[config.mk]
export PLATFORM = sky130hd
export DESIGN_NAME = fp_multiplier_param
export DESIGN_NICKNAME = d
export VERILOG_FILES = /design/src/rtl/fp_pkg.sv /design/src/rtl/fp_multiplier_param_round.sv /design/src/rtl/fp_multiplier_param.sv
export SDC_FILE = /design/constraint.sdc
export NUM_CORES = 2
export LEC_CHECK = 0
export CAP_MARGIN = 15
export CORE_MARGIN = 2
export CORE_UTILIZATION = 52
export CTS_BUF_LIST = sky130_fd_sc_hd__clkbuf_8 sky130_fd_sc_hd__clkbuf_16
export CTS_CLUSTER_SIZE = 16
export DETAILED_ROUTE_END_ITERATION = 16
export PLACE_DENSITY_LB_ADDON = 0.25
export REMOVE_ABC_BUFFERS = 1
export SYNTH_ARGS = -nofsm -noshare
export SYNTH_HDL_FRONTEND = slang
export SYNTH_HIERARCHICAL = 1
export SYNTH_SLANG_ARGS = --single-unit
[constraint.sdc]
create_clock -name clock -period 9.05 [get_ports clock]
set_input_delay 2.2625 -clock clock [delete_from_list [all_inputs] [get_ports clock]]
set_output_delay 2.2625 -clock clock [all_outputs]
set_load 0.02 [all_outputs]
[src/rtl/fp_pkg.sv]
// Shared definitions for the parameterised floating-point multiplier.
// Provides the controller state enum, bit positions of the four status flags
// and helpers that derive the exponent bias and the canonical quiet NaN from
// the field widths.
// Ports: none (package).
package fp_pkg;

  typedef enum logic [2:0] {
    IDLE,
    UNPACK,
    MULTIPLY,
    NORMALIZE,
    ROUND,
    DONE
  } state_t;

  // Flag vector packing is {invalid, overflow, underflow, inexact}.
  localparam int FLAG_INVALID   = 3;
  localparam int FLAG_OVERFLOW  = 2;
  localparam int FLAG_UNDERFLOW = 1;
  localparam int FLAG_INEXACT   = 0;

  // Exponent bias for an exp_w-bit exponent field.
  function automatic int fp_bias(input int exp_w);
    return (1 << (exp_w - 1)) - 1;
  endfunction

  // Canonical quiet NaN: sign 0, exponent all ones, only the mantissa MSB set.
  // Returned 64 bits wide; callers truncate to their operand width.
  function automatic logic [63:0] fp_qnan(input int exp_w, input int man_w);
    logic [63:0] r;
    r = '0;
    for (int i = 0; i < 64; i++) begin
      r[i] = (i == man_w - 1) || ((i >= man_w) && (i < man_w + exp_w));
    end
    return r;
  endfunction

endpackage

[src/rtl/fp_multiplier_param_round.sv]
// Round-to-nearest, ties-to-even on a stored mantissa.
// Ports:
//   man      - mantissa bits kept in the result (hidden bit excluded)
//   guard    - first discarded bit
//   round    - second discarded bit
//   sticky   - OR of every remaining discarded bit
//   man_out  - rounded mantissa
//   carry    - rounding overflowed the mantissa (caller renormalises)
//   inexact  - some discarded bit was nonzero
module fp_round_rne #(
  parameter int MAN_W = 23
) (
  input  logic [MAN_W-1:0] man,
  input  logic             guard,
  input  logic             round,
  input  logic             sticky,
  output logic [MAN_W-1:0] man_out,
  output logic             carry,
  output logic             inexact
);

  localparam int MW1 = MAN_W + 1;

  logic round_up;

  // Round up when above halfway, or exactly halfway with an odd LSB so that
  // ties land on the even neighbour.
  assign round_up = guard & (round | sticky | man[0]);
  assign {carry, man_out} = {1'b0, man} + MW1'(round_up);
  assign inexact = guard | round | sticky;

endmodule

[src/rtl/fp_multiplier_param.sv]
// Multi-cycle IEEE-754 style multiplier with parameterised field widths.
// One operation at a time: accept, unpack, multiply, normalise, round, then
// hold the result until the consumer takes it. Subnormal inputs are read as
// zero and underflowing results are flushed to zero.
// Ports:
//   clock, reset        - rising-edge clock, synchronous active-high reset
//   in_valid / in_ready - operand handshake (ready only while idle)
//   a, b                - operands packed {sign, exp, man}
//   out_valid/out_ready - result handshake
//   product             - rounded product, same packing
//   flags               - {invalid, overflow, underflow, inexact}
module fp_multiplier_param
  import fp_pkg::*;
#(
  parameter int EXP_W = 8,
  parameter int MAN_W = 23
) (
  input  logic                   clock,
  input  logic                   reset,
  input  logic                   in_valid,
  output logic                   in_ready,
  input  logic [EXP_W+MAN_W:0]   a,
  input  logic [EXP_W+MAN_W:0]   b,
  output logic                   out_valid,
  input  logic                   out_ready,
  output logic [EXP_W+MAN_W:0]   product,
  output logic [3:0]             flags
);

  localparam int W   = 1 + EXP_W + MAN_W;
  localparam int PW  = 2 * MAN_W + 2;
  localparam int EW2 = EXP_W + 2;
  localparam logic signed [EW2-1:0] BIAS    = EW2'(fp_bias(EXP_W));
  localparam logic signed [EW2-1:0] EXP_MAX = EW2'((1 << EXP_W) - 1);
  localparam logic signed [EW2-1:0] EXP_ZERO = '0;
  localparam logic [W-1:0] QNAN = W'(fp_qnan(EXP_W, MAN_W));

  state_t state, state_next;

  logic [W-1:0]              a_reg, b_reg;
  logic                      sign_r;
  logic signed [EW2-1:0]     exp_r;
  logic [MAN_W:0]            man_a_r, man_b_r;
  logic                      special_r;
  logic [W-1:0]              special_prod_r;
  logic [3:0]                special_flags_r;
  logic [PW-1:0]             prod_r;
  logic [2*MAN_W-1:0]        norm_r;
  logic                      extra_r;

  // State register: reset wins over any handshake seen at the same edge.
  always_ff @(posedge clock) begin
    if (reset) state <= IDLE;
    else       state <= state_next;
  end

  // Next-state logic: only IDLE and DONE wait on a handshake; the four
  // processing stages advance every cycle regardless of operand class.
  always_comb begin
    state_next = state;
    case (state)
      IDLE:      if (in_valid) state_next = UNPACK;
      UNPACK:    state_next = MULTIPLY;
      MULTIPLY:  state_next = NORMALIZE;
      NORMALIZE: state_next = ROUND;
      ROUND:     state_next = DONE;
      DONE:      if (out_ready) state_next = IDLE;
      default:   state_next = IDLE;
    endcase
  end

  // Handshake outputs are pure decodes of the state.
  always_comb begin
    in_ready  = (state == IDLE);
    out_valid = (state == DONE);
  end

  // Operand classification. Special results are decided up front and carried
  // alongside the normal datapath so every operand class takes the same time.
  logic [EXP_W-1:0] ea, eb;
  logic [MAN_W-1:0] ma, mb;
  logic a_nan, b_nan, a_inf, b_inf, a_zero, b_zero, a_snan, b_snan, sign_u;
  logic             spec_hit;
  logic [W-1:0]     spec_prod;
  logic [3:0]       spec_flags;

  always_comb begin
    ea = a_reg[W-2:MAN_W];
    eb = b_reg[W-2:MAN_W];
    ma = a_reg[MAN_W-1:0];
    mb = b_reg[MAN_W-1:0];
    a_nan  = (&ea) && (|ma);
    b_nan  = (&eb) && (|mb);
    a_inf  = (&ea) && !(|ma);
    b_inf  = (&eb) && !(|mb);
    a_zero = ~|ea;
    b_zero = ~|eb;
    a_snan = a_nan && !ma[MAN_W-1];
    b_snan = b_nan && !mb[MAN_W-1];
    sign_u = a_reg[W-1] ^ b_reg[W-1];
    spec_hit   = 1'b1;
    spec_prod  = '0;
    spec_flags = '0;
    if (a_nan || b_nan) begin
      spec_prod = QNAN;
      spec_flags[FLAG_INVALID] = a_snan || b_snan;
    end else if ((a_inf && b_zero) || (a_zero && b_inf)) begin
      spec_prod = QNAN;
      spec_flags[FLAG_INVALID] = 1'b1;
    end else if (a_inf || b_inf) begin
      spec_prod = {sign_u, {EXP_W{1'b1}}, {MAN_W{1'b0}}};
    end else if (a_zero || b_zero) begin
      spec_prod = {sign_u, {W-1{1'b0}}};
    end else begin
      spec_hit = 1'b0;
    end
  end

  // Normalisation: the product of two [1,2) significands lies in [1,4); when
  // it reaches 2 shift right once, keeping the dropped bit for sticky.
  logic [2*MAN_W-1:0]    norm_next;
  logic                  extra_next;
  logic signed [EW2-1:0] exp_norm;

  always_comb begin
    norm_next  = prod_r[2*MAN_W-1:0];
    extra_next = 1'b0;
    exp_norm   = exp_r;
    if (prod_r[PW-1]) begin
      norm_next  = prod_r[2*MAN_W:1];
      extra_next = prod_r[0];
      exp_norm   = exp_r + EW2'(1);
    end
  end

  // Rounding: upper half of the normalised fraction is kept, the lower half
  // supplies guard, round and sticky.
  logic [MAN_W-1:0] low_bits, tail_bits, man_round;
  logic             guard, round_bit, sticky, carry, inexact;

  always_comb begin
    low_bits  = norm_r[MAN_W-1:0];
    tail_bits = low_bits << 2;
    guard     = low_bits[MAN_W-1];
    round_bit = low_bits[MAN_W-2];
    sticky    = (|tail_bits) | extra_r;
  end

  fp_round_rne #(.MAN_W(MAN_W)) u_round (
    .man     (norm_r[2*MAN_W-1:MAN_W]),
    .guard   (guard),
    .round   (round_bit),
    .sticky  (sticky),
    .man_out (man_round),
    .carry   (carry),
    .inexact (inexact)
  );

  // Final result selection: a rounding carry leaves man_round at zero, so
  // bumping the exponent is all the renormalisation needed.
  logic signed [EW2-1:0] final_e;
  logic [W-1:0]          round_prod;
  logic [3:0]            round_flags;

  always_comb begin
    final_e     = exp_r + (carry ? EW2'(1) : EW2'(0));
    round_prod  = {sign_r, final_e[EXP_W-1:0], man_round};
    round_flags = '0;
    round_flags[FLAG_INEXACT] = inexact;
    if (special_r) begin
      round_prod  = special_prod_r;
      round_flags = special_flags_r;
    end else if (final_e >= EXP_MAX) begin
      round_prod  = {sign_r, {EXP_W{1'b1}}, {MAN_W{1'b0}}};
      round_flags = '0;
      round_flags[FLAG_OVERFLOW] = 1'b1;
      round_flags[FLAG_INEXACT]  = 1'b1;
    end else if (final_e <= EXP_ZERO) begin
      round_prod  = {sign_r, {W-1{1'b0}}};
      round_flags = '0;
      round_flags[FLAG_UNDERFLOW] = 1'b1;
      round_flags[FLAG_INEXACT]   = 1'b1;
    end
  end

  // Datapath registers: each stage loads its own registers while the
  // controller sits in that stage; the result is held through DONE.
  always_ff @(posedge clock) begin
    if (reset) begin
      a_reg           <= '0;
      b_reg           <= '0;
      sign_r          <= 1'b0;
      exp_r           <= '0;
      man_a_r         <= '0;
      man_b_r         <= '0;
      special_r       <= 1'b0;
      special_prod_r  <= '0;
      special_flags_r <= '0;
      prod_r          <= '0;
      norm_r          <= '0;
      extra_r         <= 1'b0;
      product         <= '0;
      flags           <= '0;
    end else begin
      case (state)
        IDLE: begin
          if (in_valid) begin
            a_reg <= a;
            b_reg <= b;
          end
        end
        UNPACK: begin
          sign_r          <= sign_u;
          exp_r           <= {2'b00, ea} + {2'b00, eb} - BIAS;
          man_a_r         <= {1'b1, ma};
          man_b_r         <= {1'b1, mb};
          special_r       <= spec_hit;
          special_prod_r  <= spec_prod;
          special_flags_r <= spec_flags;
        end
        MULTIPLY: begin
          prod_r <= PW'(man_a_r) * PW'(man_b_r);
        end
        NORMALIZE: begin
          norm_r  <= norm_next;
          extra_r <= extra_next;
          exp_r   <= exp_norm;
        end
        ROUND: begin
          product <= round_prod;
          flags   <= round_flags;
        end
        default: ;
      endcase
    end
  end

endmodule

Word level (Yosys, flattened, before mapping). Cells that the tools add are included.

Word-level logic and storage cells: 93. Flip-flop bits (word level): 291. Input port bits: 68.

$lt $le $gt $ge: 2. Eq/ne operators: 8. Reductions and logical operators: 31. Multiply operators: 1. Bitwise gates (word level): 7. Add/subtract/negate cells: 5. Mux-type cells: 24.

Operators by type and width (count): 2-to-1 mux 32 bit (5); 2-to-1 mux 31 bit (2); multiplier 24 x 24 -> 48 bit (1); 2-to-1 mux 46 bit (1); OR reduction 23 bit (2); adder 23 x 1 -> 24 bit (1); OR reduction 21 bit (1); case mux 10 bit (2 select lines) (1); case mux 3 bit (6 select lines) (1); AND reduction 8 bit (2); OR reduction 8 bit (2); adder 10 x 2 -> 10 bit (1); adder 10 x 2 -> 10 bit (second input constant) (1); >= comparator 10 x 9 -> 1 bit (second input constant) (1); less-or-equal comparator 10 x 1 -> 1 bit (second input constant) (1); 2-to-1 mux 10 bit (1); subtractor 9 x 7 -> 10 bit (second input constant) (1); adder 8 x 8 -> 9 bit (1); 2-to-1 mux 3 bit (3); logical AND 1 bit (8); 2-to-1 mux 1 bit (8); == test 3 x 2 -> 1 bit (second input constant) (2); == test 3 bit (second input constant) (2); zero test 1 bit (6); 12 further kinds (23).

Logic depth before layout (Yosys ltp).
Depth in word-level cells: 12. Gate-level depth with buffers: 27.

Cells and area by module. The synthesis kept the hierarchy.

By module, submodules not included: fp_multiplier_param (cells an instance 3487, area an instance 29916.2 µm², seq. area each 5225.0 µm², times used 1); fp_round_rne (cells an instance 72, area an instance 505.5 µm², seq. area each 0.0 µm², times used 1).

Worst setup path after synthesis. Ideal clock, no wire load.

Kind: register to register. From: reg man_b_r[3]. To: reg prod_r[45]. Cell stages (with the launch flop): 26. Setup time: 0.126 ns. Arrival time: 6.519 ns. Period minus slack after synthesis: 6.645 ns. Data required time: 8.924 ns. Setup slack: 2.405 ns. Cells stage by stage: dfxtp_1 > clkbuf_1 > clkbuf_1 > nand2_1 > fa_1 > inv_1 > fa_1 > inv_1 > fa_1 > fa_1 > inv_1 > fa_1 > fa_1 > inv_1 > fa_1 > inv_1 > ha_1 > buf_6 > a21o_1 > a21o_1 > a21o_1 > o311a_1 > o31ai_2 > a211oi_1 > a2111oi_4 > a21oi_2.

Cells in the longest elaborated chain, start to end: 1.

RTL lines: from (decl) (line fp_multiplier_param.sv:43) `logic [MAN_W:0] man_a_r, man_b_r;`; from (signal assigned) (line fp_multiplier_param.sv:216) `man_b_r <= {1'b1, mb};`; multiplier 24 x 24 -> 48 bit (line fp_multiplier_param.sv:222) `prod_r <= PW'(man_a_r) * PW'(man_b_r);`; to (signal assigned) (line fp_multiplier_param.sv:222); to (decl) (line fp_multiplier_param.sv:47) `logic [PW-1:0] prod_r;`.

No other way between the ends. A chain may end at the register's enable or synchronous reset.

Worst setup path after layout.
From: reg man_a_r[10]. To: reg prod_r[46].

Cells in the longest elaborated chain, start to end: 1.

RTL lines: from (decl) (line fp_multiplier_param.sv:43); from (signal assigned) (line fp_multiplier_param.sv:215) `man_a_r <= {1'b1, ma};`; multiplier 24 x 24 -> 48 bit (line fp_multiplier_param.sv:222).

No other way between the ends.

==> results.tsv <==
stage	metric	value	unit
outcome	status	completed	
routing	top_layer_used	met5	
global_routing	gr-total-overflow	0	
synthesis	synth_top_area_share	31.78	%
die	core-area	57810	um^2
sta	clock_skew	0.01782	ns
sta	rsz0062_at_grt	false	
synthesis	synth_seq_cells	261	
finish	largest_register_ffs	48	
worst_setup_path	cp.required	9.53	ns
routing	route.detailed.drc	0	
worst_setup_path	critPathMaxFanout	25	
clock_network	hold_buffers	0	
clock_network	clkTransAtPathRegs	0.06	ns
synthesis	synthArstFlopShare	0	%
synthesis	syn_area	30420	um^2
finish	area_growth	7.991	%
finish	drive_gt1_share	4.067	%
routing	wl_met2	34550	um
finish	largest_register	prod_r	
routing	drtIter0Drc	1550	
synthesis	netlist_top_cells_count	643 x nand2_1, 562 x inv_1, 483 x fa_1	
clock_network	tritoncts	yes	
die	ioPinCount	106	
synthesis	yosysTopAreaCell	fa_1	
placement	hpwlAfterDp	59580	um
synthesis	synth_compound_area_share	10.07	%
sta	finalCritPeriodShare	83.06	%
sta	setup-tns-final	0	ns
clock_network	root_buffer	clkbuf_16	
global_routing	antenna_found_initial	3	
sta	final-setup-viol-count	0	
clock_network	clkLatencyLatePin	0.59	ns
routing	routed_wl	77920	um
synthesis	synth_top_family_by_area	adder cells	
power	pwr_density_cell	88.84	nW/um^2
synthesis	synth_mux_area_share	1.579	%
clock_network	post-cts-setup-buffer-count	0	
placement	io_buffers	105	
finish	finish.utilization	56.83	%
sta	worst_pin_slew	1.205	ns
routing	wl_met3	6185	um
synthesis	yosysMostFrequentCell	nand2_1	
sta	maxSlewViolCount	0	
clock_network	clock-sinks	261	
synthesis	synth.area.top_cells	fa_1 32%, dfxtp_1 17%, ha_1 7.9%, nand2_1 7.9%, inv_1 6.9%	
flow_run	drv_cap	0	
synthesis	synth_cell_types	96	
worst_setup_path	start_kind	flip-flop	
routing	antenna_left	0	
clock_network	numCtsBuffers	29	
clock_network	ctsLongestPathBuffers	3	
worst_setup_path	endpoint_kind	flip-flop	
sta	max_freq	133.0	MHz
placement	gp_congestion	0.9331	
routing	met1_length	35120	um
synthesis	synth-main-ff-cell	dfxtp_1	
die	dieHeight	245.9	um
clock_network	post_cts_resized	0	
finish	fill_cells	5367	
synthesis	synthAdderAreaFrac	39.72	%
worst_setup_path	crit_type	flip-flop to flip-flop	
synthesis	syn_inst	3559	
finish	reg_top3	prod_r (48), norm_r (46)	
global_routing	grt_pass1_vias	24230	
routing	firstDrtPassIters	6	
finish	antennaDiodeCount	0	
routing	routedWlPerCell	18.09	um
power	p_leak	0.01484	uW
power	ir_worst_vdd	141.3	uV
global_routing	grt_pass1_wl	128900	um
die	fp.dieArea	60450	um^2
die	die_w	245.9	um
min_path	hp-class	flip-flop to flip-flop	
die	rows	88	
synthesis	syn_avg_cell_area	8.548	um^2
synthesis	ys_seq_area_share	17.18	%
sta	slew_headroom	18.94	%
routing	vias	23400	
die	start_util	52.63	%
sta	final.min_clock_period	7.517	ns
synthesis	synth-xor-area-share	2.015	%
global_routing	grt_use_total	26.69	%
finish	fin_nets	4262	
worst_setup_path	arrival	7.99	ns
synthesis	synth_edf_count	0	
routing	avgViaCountPerCell	5.435	
clock_network	htree_levels	1	
global_routing	grt_max_degree	161	
sta	hold_viol_final	0	
synthesis	synth_simple_gate_area_share	19.45	%
synthesis	yosysWarnings	6	
worst_setup_path	ff2ff_setup_slack	1.53	ns
[metrics by stage]
| step | hold slack, ns | cells | cell area, um^2 | power (uW) | setup WS, ns |
|---|---|---|---|---|---|
| final | 0.4527 | 4306 | 32850 | 2919 | 1.533 |
| after global routing | 0.4745 | 4306 | 32850 | 3053 | 1.144 |
| after CTS | 0.4536 | 4306 | 32850 | 2946 | 1.569 |
| after detailed placement | 0.4440 | 4252 | 31880 | 1744 | 1.575 |
| after global placement | 0.4415 | 4252 | 31880 | 1738 | 1.562 |
| after floorplan | 0.4221 | 3336 | 29490 | 1540 | 2.370 |
[worst max-delay path, stage by stage (launching register included)]
cell and delay (ns):
dfxtp_1 1.07, nand2_1 0.19, fa_1 0.57, fa_1 0.56
inv_1 0.06, fa_1 0.50, inv_1 0.05, fa_1 0.54
inv_1 0.05, fa_1 0.40, fa_1 0.53, inv_1 0.05
fa_1 0.47, inv_1 0.04, ha_1 0.48, and4_2 0.30
nand3_1 0.14, or4_1 0.53, o32a_2 0.22, a31oi_1 0.27
a21oi_1 0.14, mux2i_1 0.17, nand2_1 0.06
[per-layer routing]
metal  vias up  track usage, %
li1      11050               -
met1     11450           37.01
met2       764           42.34
met3       142           5.948
met4         6           6.738
met5         -               0
[final timing paths]
path / from / end / cells past startpoint
worst max register to register: man_a_r[10]$_SDFFE_PP0P_ / prod_r[46]$_SDFFE_PP0P_ / 22
worst min register to register: prod_r[46]$_SDFFE_PP0P_ / prod_r[46]$_SDFFE_PP0P_ / 2
worst max-delay path: man_a_r[10]$_SDFFE_PP0P_ / prod_r[46]$_SDFFE_PP0P_ / 22
worst min-delay path: prod_r[46]$_SDFFE_PP0P_ / prod_r[46]$_SDFFE_PP0P_ / 2
[layout make-up]
cell class,count,area [um^2],share of cell area (%)
inverters,562,2110,6.421
repair buffers,151,1413,4.300
flip-flops and latches,261,5226,15.91
multi-input cells,2513,22170,67.49
well taps,765,957.2,2.914
clock buffers,33,780.7,2.377
clock inverters,21,193.9,0.5903
[placed cells by master (no fill, tap or decap), types with 5 or more instances in the layout]
| cell type | synthesis | layout |
|---|---|---|
| a211oi_1 | 60 | 60 |
| a21boi_0 | 5 | 5 |
| a21o_1 | 33 | 33 |
| a21oi_1 | 215 | 215 |
| a22oi_1 | 29 | 29 |
| a31oi_1 | 11 | 11 |
| and2_1 | 294 | 293 |
| and3_1 | 20 | 20 |
| buf_4 | 4 | 45 |
| clkbuf_16 | 0 | 29 |
| clkbuf_8 | 0 | 5 |
| clkdlybuf4s50_1 | 0 | 104 |
| clkinv_2 | 0 | 7 |
| dfxtp_1 | 261 | 260 |
| fa_1 | 483 | 483 |
| ha_1 | 193 | 193 |
| inv_1 | 562 | 565 |
| mux2i_1 | 48 | 48 |
| nand2_1 | 643 | 642 |
| nand3_1 | 41 | 41 |
| nand4_1 | 18 | 18 |
| nand4b_1 | 5 | 5 |
| nor2_1 | 130 | 129 |
| nor2b_1 | 8 | 8 |
| nor3_1 | 14 | 14 |
| nor4_1 | 29 | 29 |
| o211ai_1 | 5 | 5 |
| o21a_1 | 6 | 6 |
| o21ai_0 | 38 | 38 |
| o21bai_1 | 10 | 10 |
| o31ai_1 | 5 | 5 |
| or3_1 | 5 | 5 |
| or4_1 | 6 | 6 |
| xnor2_1 | 49 | 49 |
| xor2_1 | 21 | 21 |
[where the power goes]
part	total (uW)	switching, uW	internal [uW]
Sequential	1300	96.3	1210
Clock	1200	513	683
Combinational	420	269	151
[cells by family (layout without fill, tap and decap cells)]
group | after synthesis | count (layout)
flops | 261 | 261
simple gates | 1246 | 1246
xor+xnor | 70 | 70
fa+ha+maj | 676 | 676
buf+inv | 785 | 767
compound gates | 473 | 473
mux | 48 | 48
Power figures use the tool's default switching activity.
